$ cat config.mk
export PLATFORM = sky130hd
export DESIGN_NAME = instr_loader_enc
export DESIGN_NICKNAME = d
export VERILOG_FILES = /design/src/rtl/atom_ctrl_pkg.sv /design/src/rtl/instr_loader_fifo.sv /design/src/rtl/instr_loader_enc.sv
export SDC_FILE = /design/constraint.sdc
export NUM_CORES = 1
export LEC_CHECK = 0
export CAP_MARGIN = 20
export CORE_MARGIN = 2
export CORE_UTILIZATION = 50
export DETAILED_ROUTE_END_ITERATION = 7
export PLACE_DENSITY = 0.74
export SYNTH_ARGS = -nofsm -noshare
export SYNTH_HDL_FRONTEND = slang
export SYNTH_HIERARCHICAL = 1
export SYNTH_SLANG_ARGS = --single-unit
export TNS_END_PERCENT = 20
$ cat constraint.sdc
create_clock -name clk_i -period 3 [get_ports clk_i]
set_input_delay 0.9 -clock clk_i [delete_from_list [all_inputs] [get_ports clk_i]]
set_output_delay 0.9 -clock clk_i [all_outputs]
set_load 0.05 [all_outputs]
$ cat src/rtl/atom_ctrl_pkg.sv
// atom_ctrl_pkg: shared CONTROL-side definitions for the instruction loader.
//   - descriptor class enum and loader FSM state enum
//   - opcode / func7 constants and ALUop codes 0..9
//   - encode_desc(): descriptor -> 32-bit RV word (inverse of CONTROL decode)
package atom_ctrl_pkg;

  typedef enum logic [1:0] {
    CLS_LOAD  = 2'd0,
    CLS_ARITH = 2'd1,
    CLS_WORD  = 2'd2,
    CLS_JALR  = 2'd3
  } desc_class_t;

  typedef enum logic [1:0] {
    ST_IDLE  = 2'd0,
    ST_LOAD  = 2'd1,
    ST_DRAIN = 2'd2,
    ST_DONE  = 2'd3
  } load_state_t;

  localparam logic [6:0] OP_LOAD  = 7'h03;
  localparam logic [6:0] OP_ARITH = 7'h13;
  localparam logic [6:0] OP_WORD  = 7'h1B;
  localparam logic [6:0] OP_JALR  = 7'h67;

  localparam logic [6:0] F7_BASE = 7'h00;
  localparam logic [6:0] F7_ALT  = 7'h20;

  localparam logic [5:0] ALU_ADD  = 6'd0;
  localparam logic [5:0] ALU_SLL  = 6'd1;
  localparam logic [5:0] ALU_SLT  = 6'd2;
  localparam logic [5:0] ALU_SLTU = 6'd3;
  localparam logic [5:0] ALU_XOR  = 6'd4;
  localparam logic [5:0] ALU_SRL  = 6'd5;
  localparam logic [5:0] ALU_SRA  = 6'd6;
  localparam logic [5:0] ALU_OR   = 6'd7;
  localparam logic [5:0] ALU_AND  = 6'd8;
  localparam logic [5:0] ALU_JALR = 6'd9;

  typedef struct packed {
    logic        legal;
    logic [31:0] word;
  } enc_word_t;

  // SRL and SRA share func3 5; func7 tells them apart.
  function automatic logic [2:0] arith_func3(input logic [5:0] aluop);
    logic [2:0] f3;
    case (aluop)
      ALU_ADD:  f3 = 3'd0;
      ALU_SLL:  f3 = 3'd1;
      ALU_SLT:  f3 = 3'd2;
      ALU_SLTU: f3 = 3'd3;
      ALU_XOR:  f3 = 3'd4;
      ALU_SRL:  f3 = 3'd5;
      ALU_SRA:  f3 = 3'd5;
      ALU_OR:   f3 = 3'd6;
      ALU_AND:  f3 = 3'd7;
      default:  f3 = 3'd0;
    endcase
    return f3;
  endfunction

  function automatic enc_word_t encode_desc(
    input desc_class_t cls,
    input logic [5:0]  aluop,
    input logic [4:0]  rd,
    input logic [4:0]  rs1,
    input logic [11:0] imm
  );
    enc_word_t   r;
    logic [6:0]  opc;
    logic [2:0]  f3;
    logic        shift;
    logic [11:0] upper;
    r.legal = 1'b0;
    opc     = OP_LOAD;
    f3      = aluop[2:0];
    shift   = aluop inside {ALU_SLL, ALU_SRL, ALU_SRA};
    case (cls)
      CLS_LOAD: begin
        opc     = OP_LOAD;
        shift   = 1'b0;
        r.legal = aluop inside {ALU_ADD, ALU_SLL, ALU_SLT, ALU_XOR, ALU_SRL};
      end
      CLS_ARITH: begin
        opc     = OP_ARITH;
        f3      = arith_func3(aluop);
        r.legal = (aluop <= ALU_AND);
      end
      CLS_WORD: begin
        opc     = OP_WORD;
        f3      = arith_func3(aluop);
        r.legal = aluop inside {ALU_ADD, ALU_SLL, ALU_SRL, ALU_SRA};
      end
      default: begin
        opc     = OP_JALR;
        f3      = 3'd0;
        shift   = 1'b0;
        r.legal = (aluop == ALU_JALR);
      end
    endcase
    upper  = shift ? {((aluop == ALU_SRA) ? F7_ALT : F7_BASE), imm[4:0]} : imm;
    r.word = {upper, rs1, f3, rd, opc};
    return r;
  endfunction

endpackage

$ cat src/rtl/instr_loader_fifo.sv
// instr_loader_fifo: synchronous FIFO for encoded instruction words.
//   clk_i/rst_i     clock, synchronous active-high reset (flushes)
//   push_i/data_i   write side; a push while full is dropped unless popping
//   pop_i/data_o    read side; data_o is the head entry
//   count_o         occupancy, full_o / empty_o status
module instr_loader_fifo #(
  parameter int unsigned DEPTH = 4,
  parameter int unsigned WIDTH = 32
) (
  input  logic                     clk_i,
  input  logic                     rst_i,
  input  logic                     push_i,
  input  logic [WIDTH-1:0]         data_i,
  input  logic                     pop_i,
  output logic [WIDTH-1:0]         data_o,
  output logic [$clog2(DEPTH):0]   count_o,
  output logic                     full_o,
  output logic                     empty_o
);
  localparam int unsigned AW = $clog2(DEPTH);

  logic [WIDTH-1:0] mem [DEPTH];
  logic [AW-1:0]    wr_ptr;
  logic [AW-1:0]    rd_ptr;
  logic             do_push;
  logic             do_pop;

  assign empty_o = (count_o == '0);
  assign full_o  = (count_o == ($clog2(DEPTH)+1)'(DEPTH));
  assign do_pop  = pop_i && !empty_o;
  assign do_push = push_i && (!full_o || do_pop);
  assign data_o  = mem[rd_ptr];

  always_ff @(posedge clk_i) begin
    if (do_push) mem[wr_ptr] <= data_i;
  end

  always_ff @(posedge clk_i) begin
    if (rst_i) begin
      wr_ptr  <= '0;
      rd_ptr  <= '0;
      count_o <= '0;
    end else begin
      if (do_push) wr_ptr <= wr_ptr + 1'b1;
      if (do_pop)  rd_ptr <= rd_ptr + 1'b1;
      case ({do_push, do_pop})
        2'b10:   count_o <= count_o + 1'b1;
        2'b01:   count_o <= count_o - 1'b1;
        default: count_o <= count_o;
      endcase
    end
  end
endmodule

$ cat src/rtl/instr_loader_enc.sv
// instr_loader_enc: writer side of the instruction path.
// Accepts decoded descriptors over valid/ready, re-encodes them to RV words
// through a one-cycle staging register, buffers them in a FIFO and writes
// them to instruction memory at sequential addresses from BASE_ADDR.
// Ports:
//   clk_i, rst_i                     clock, synchronous active-high reset
//   load_start_i, load_end_i         session begin / no more descriptors
//   desc_valid_i, desc_ready_o       descriptor handshake
//   desc_class_i/aluop/rd/rs1/imm    descriptor fields
//   mem_ready_i                      memory accepts the write this cycle
//   iwr_en_o, iaddr_o, idata_o       memory write port
//   regrst_o, busy_o                 high for the whole session
//   done_o, err_o                    one-cycle status pulses
// Optional: define INSTR_LOADER_CHECKSUM_EN to add csum_o, the XOR of all
// words written in the current session.
module instr_loader_enc
  import atom_ctrl_pkg::*;
#(
  parameter int unsigned FIFO_DEPTH = 4,
  parameter int unsigned IMEM_WORDS = 1024,
  parameter logic [31:0] BASE_ADDR  = 32'h0
) (
  input  logic        clk_i,
  input  logic        rst_i,
  input  logic        load_start_i,
  input  logic        load_end_i,
  input  logic        desc_valid_i,
  output logic        desc_ready_o,
  input  logic [1:0]  desc_class_i,
  input  logic [5:0]  desc_aluop_i,
  input  logic [4:0]  desc_rd_i,
  input  logic [4:0]  desc_rs1_i,
  input  logic [11:0] desc_imm_i,
  input  logic        mem_ready_i,
  output logic        iwr_en_o,
  output logic [31:0] iaddr_o,
  output logic [31:0] idata_o,
  output logic        regrst_o,
  output logic        busy_o,
  output logic        done_o,
  output logic        err_o
`ifdef INSTR_LOADER_CHECKSUM_EN
  ,
  output logic [31:0] csum_o
`endif
);
  localparam int unsigned CW = $clog2(FIFO_DEPTH) + 1;
  localparam int unsigned IW = (IMEM_WORDS > 1) ? $clog2(IMEM_WORDS) : 1;

  load_state_t   state;
  logic          stg_valid;
  enc_word_t     stg;
  logic [IW-1:0] widx;
  logic          ovf;

  logic [CW-1:0] fifo_count;
  logic          fifo_full;
  logic          fifo_empty;
  logic [31:0]   fifo_head;

  logic accept;
  logic push;
  logic pop;
  logic wr_fire;
  logic discard;

  // load_end_i wins over a same-cycle handshake, so ready is withdrawn then.
  assign desc_ready_o = (state == ST_LOAD) && !load_end_i && !fifo_full &&
                        ((fifo_count + CW'(stg_valid)) < CW'(FIFO_DEPTH));
  assign accept  = desc_valid_i && desc_ready_o;
  assign push    = stg_valid && stg.legal;

  // Once the last memory word is written, remaining words are dropped.
  assign iwr_en_o = !fifo_empty && !ovf;
  assign discard  = !fifo_empty && ovf;
  assign wr_fire  = iwr_en_o && mem_ready_i;
  assign pop      = wr_fire || discard;

  assign iaddr_o  = iwr_en_o ? (BASE_ADDR + 32'({widx, 2'b00})) : '0;
  assign idata_o  = iwr_en_o ? fifo_head : '0;
  assign busy_o   = (state != ST_IDLE);
  assign regrst_o = (state != ST_IDLE);
  assign done_o   = (state == ST_DONE);
  assign err_o    = (stg_valid && !stg.legal) || discard;

  instr_loader_fifo #(
    .DEPTH (FIFO_DEPTH),
    .WIDTH (32)
  ) u_fifo (
    .clk_i   (clk_i),
    .rst_i   (rst_i),
    .push_i  (push),
    .data_i  (stg.word),
    .pop_i   (pop),
    .data_o  (fifo_head),
    .count_o (fifo_count),
    .full_o  (fifo_full),
    .empty_o (fifo_empty)
  );

  always_ff @(posedge clk_i) begin
    if (rst_i) begin
      state     <= ST_IDLE;
      stg_valid <= 1'b0;
      stg       <= '0;
      widx      <= '0;
      ovf       <= 1'b0;
    end else begin
      stg_valid <= accept;
      stg       <= encode_desc(desc_class_t'(desc_class_i), desc_aluop_i,
                               desc_rd_i, desc_rs1_i, desc_imm_i);
      if (wr_fire) begin
        if (widx == IW'(IMEM_WORDS - 1)) ovf  <= 1'b1;
        else                             widx <= widx + 1'b1;
      end
      case (state)
        ST_IDLE: begin
          if (load_start_i) begin
            state <= ST_LOAD;
            widx  <= '0;
            ovf   <= 1'b0;
          end
        end
        ST_LOAD:  if (load_end_i) state <= ST_DRAIN;
        ST_DRAIN: if (!stg_valid && fifo_empty) state <= ST_DONE;
        default:  state <= ST_IDLE;
      endcase
    end
  end

`ifdef INSTR_LOADER_CHECKSUM_EN
  always_ff @(posedge clk_i) begin
    if (rst_i)                                  csum_o <= '0;
    else if (state == ST_IDLE && load_start_i)  csum_o <= '0;
    else if (wr_fire)                           csum_o <= csum_o ^ fifo_head;
  end
`endif

endmodule

==> impl_metrics.toml, run 1 <==
[min_path]
min_path_type = "flop to flop"

[layout]
layout.nets = 648
antenna_cells = 0
final_core_util = 0.632
multi_input_area_um2 = 2300
synthToLayoutAreaGrowth_pct = 22.9
fillers = 1064
final-seq-area_um2 = 4910
drive_gt1_frac = 0.233

[setup_path]
crit_required_ns = 2.10
cp-end-kind = "output pin"
crit_fanout = 12
worst-setup-path-type = "flop to output pin"
crit_arrival_ns = 1.97
start_kind = "flop"

[grt]
grt_overflow_total = 0
grt_pass1_vias = 4061
grt_pass1_wl_um = 20600
track_usage = 0.169
grt_max_degree = 42
antenna_found_initial = 0

[clock_tree]
cts_made_buffers = 17
cts.root.buffer_cell = "clkbuf_16"
cts_tree = "yes"
holdBufCountCts = 0
clock_sinks = 181
htree_levels = 4
postCtsSetupRepairBufs = 0
cts_buffer_depth = 2
clock_latency_ns = 0.43
clkTransAtPathRegs_ns = 0.06

[power]
sequentialPowerShare = 0.525
internal_power_mw = 4.02
leakagePower_nw = 3.30
power.switching_mw = 1.20
pwr-share-comb = 0.085
peakVddDrop_mv = 0.635
power_density_nw_per_um2 = 567
p_sw_frac = 0.231
clkPwrFrac = 0.391

[sta]
min_period_over_period = 0.958
fmax_mhz = 348
clock_skew_ns = 0.00896
setup_viol = 0
final.min_clock_period_ns = 2.87
hold_viol = 0
slew_headroom = 0.662
tightest_slew_ns = 0.507
slew_violations = 0
fin_setup_tns_ns = 0
rsz0062_at_grt = "no"

[floorplan]
die_area_um2 = 16000
num_rows = 44
dieHeight_um = 126
core-area_um2 = 14600
die_x_um = 126
initial_core_util = 0.514
io_pins = 106

[logic_synthesis]
async_reset_ff_frac = 0
ys_types = 57
netlist_instances = 490
yosysWarnings = 6
ys_seq_area_frac = 0.654
synth_edf_count = 128
synth.ff_latch_count = 181
synth_ff_type = "edfxtp_1"
syn-mean-instance-area_um2 = 15.3
syn-cell-area_um2 = 7500

[drt]
avgRoutedWirePerCell_um = 16.6
vias = 4085
firstDrtPassIters = 4
wirelength_um = 13100
via_per_inst = 5.18
drt_iter0_drc = 249
drcViolationCount = 0
antenna_left = 0

[run_status]
outcome = "complete, no violations"

[placed_design]
hpwl_um = 8350
portBuffers = 83
place.gp.congestion = 0.883

[job]
max_cap_viol_count = 0
==> flip-flops by register name, indices dropped and copies added (netlist names), 2 cells and up, named ones only <==
signal          flops
u_fifo/count_o      3
u_fifo/wr_ptr       2
widx               10
state               2
u_fifo/mem        128
stg                30
u_fifo/rd_ptr       2
==> per-layer routing <==
layer	track usage	routed length [um]	up-vias
met1	0.211	5610	1984
met5	0	0	-
met3	0.0498	705	10
met2	0.285	6640	123
li1	-	-	1968
met4	0.0562	136	0
==> Yosys cell counts (3+ instances only) <==
| cell | count | area [um2] |
|---|---|---|
| xor2_1 | 5 | 43.8 |
| buf_12 | 3 | 60.1 |
| nor3_1 | 9 | 45.0 |
| and2_1 | 47 | 294 |
| buf_2 | 5 | 25.0 |
| nand3_1 | 6 | 30.0 |
| mux2i_1 | 5 | 50.1 |
| mux4_2 | 30 | 676 |
| and3_1 | 3 | 18.8 |
| and2_2 | 4 | 30.0 |
| nand2b_1 | 5 | 31.3 |
| nand2_1 | 7 | 26.3 |
| edfxtp_1 | 128 | 3840 |
| ha_1 | 19 | 238 |
| nand3b_1 | 4 | 30.0 |
| buf_4 | 23 | 173 |
| dfxtp_1 | 53 | 1060 |
| nor2b_1 | 18 | 113 |
| nor2_1 | 22 | 82.6 |
| clkbuf_1 | 8 | 30.0 |
| o21ai_0 | 8 | 40.0 |
| inv_1 | 23 | 86.3 |
| a21oi_1 | 14 | 70.1 |
==> power by group through the flow <==
stage | logic [mW] | clock network [mW] | registers (mW)
final | 0.442 | 2.04 | 2.74
after global routing | 0.478 | 2.17 | 2.75
after CTS | 0.445 | 2.07 | 2.74
after detailed placement | 0.448 | 0 | 2.80
after global placement | 0.441 | 0 | 2.79
after floorplan | 0.336 | 0 | 2.78
==> per-stage QoR <==
stage	total power, mW	area [um2]	setup slack (ns)	hold WS (ns)	std cells
floorplan	3.12	7590	0.0189	0.438	511
global placement	3.23	8660	-0.119	0.447	757
detailed placement	3.24	8660	-0.215	0.462	757
CTS	5.26	9210	0.00634	0.476	789
global route	5.39	9220	0.0176	0.486	789
finish	5.23	9220	0.126	0.479	789
==> area by class of cell <==
class                           instances  area share
Tap cell                              184      0.0250
Multi-Input combinational cell        267       0.250
Timing Repair Buffer                  102       0.123
Clock buffer                           19      0.0480
Inverter                               23     0.00936
Sequential cell                       181       0.532
Clock inverter                         13      0.0119
==> path summary, 6_finish.rpt <==
check | startpoint | endpoint | slack, ns | cells past startpoint
worst max-delay path | flop | idata_o[30] | 0.13 | 4
worst min-delay path | stg[21] | u_fifo/mem[2][21] | 0.48 | 0
worst max register to register | u_fifo/count_o[0] | u_fifo/count_o[2] | 0.55 | 11
worst min register to register | stg[21] | u_fifo/mem[2][21] | 0.48 | 0
==> cell families after synthesis <==
group | Yosys count | share of synthesized area
other | 1 | 0.000500
DFF | 181 | 0.654
and+or+nand+nor | 141 | 0.112
adders and majority gates | 20 | 0.0344
AOI/OAI and AO/OA | 40 | 0.0350
muxes | 38 | 0.106
xor gates and xnor gates | 6 | 0.00701
buffers and inverters | 63 | 0.0514
==> placed cells by master (no fill, tap or decap), types with 18 or more instances in the layout <==
cell type | Yosys | final
buf_12 | 3 | 22
and2_1 | 47 | 47
clkdlybuf4s50_1 | 0 | 36
edfxtp_1 | 128 | 128
conb_1 | 1 | 22
buf_4 | 23 | 42
nor2b_1 | 18 | 18
dfxtp_1 | 53 | 52
inv_1 | 23 | 23
mux4_2 | 30 | 30
ha_1 | 19 | 19
nor2_1 | 22 | 21
==> worst max-delay path, cell delays in order (launching register included) <==
cell     delay, ns
dfxtp_4       0.45
buf_12        0.19
mux4_1        0.54
and2_1        0.17
buf_4         0.19
==> what timing repair did <==
action,4_1_cts,5_1_grt
endpoints found under the setup margin,2,41
pin swaps,0,0
resized for setup,2,2
No activity file was read; power rests on OpenSTA's default activity.
==> run 2: changes to the inputs <==
--- a/config.mk
+++ b/config.mk
@@ -9,6 +9,7 @@
 export CORE_MARGIN = 2
 export CORE_UTILIZATION = 50
 export DETAILED_ROUTE_END_ITERATION = 7
+export GPL_ROUTABILITY_DRIVEN = 0
 export PLACE_DENSITY = 0.74
 export SYNTH_ARGS = -nofsm -noshare
 export SYNTH_HDL_FRONTEND = slang
==> results of run 2 <==
No change in the layout: final DEF, timing and power equal those of run 1.
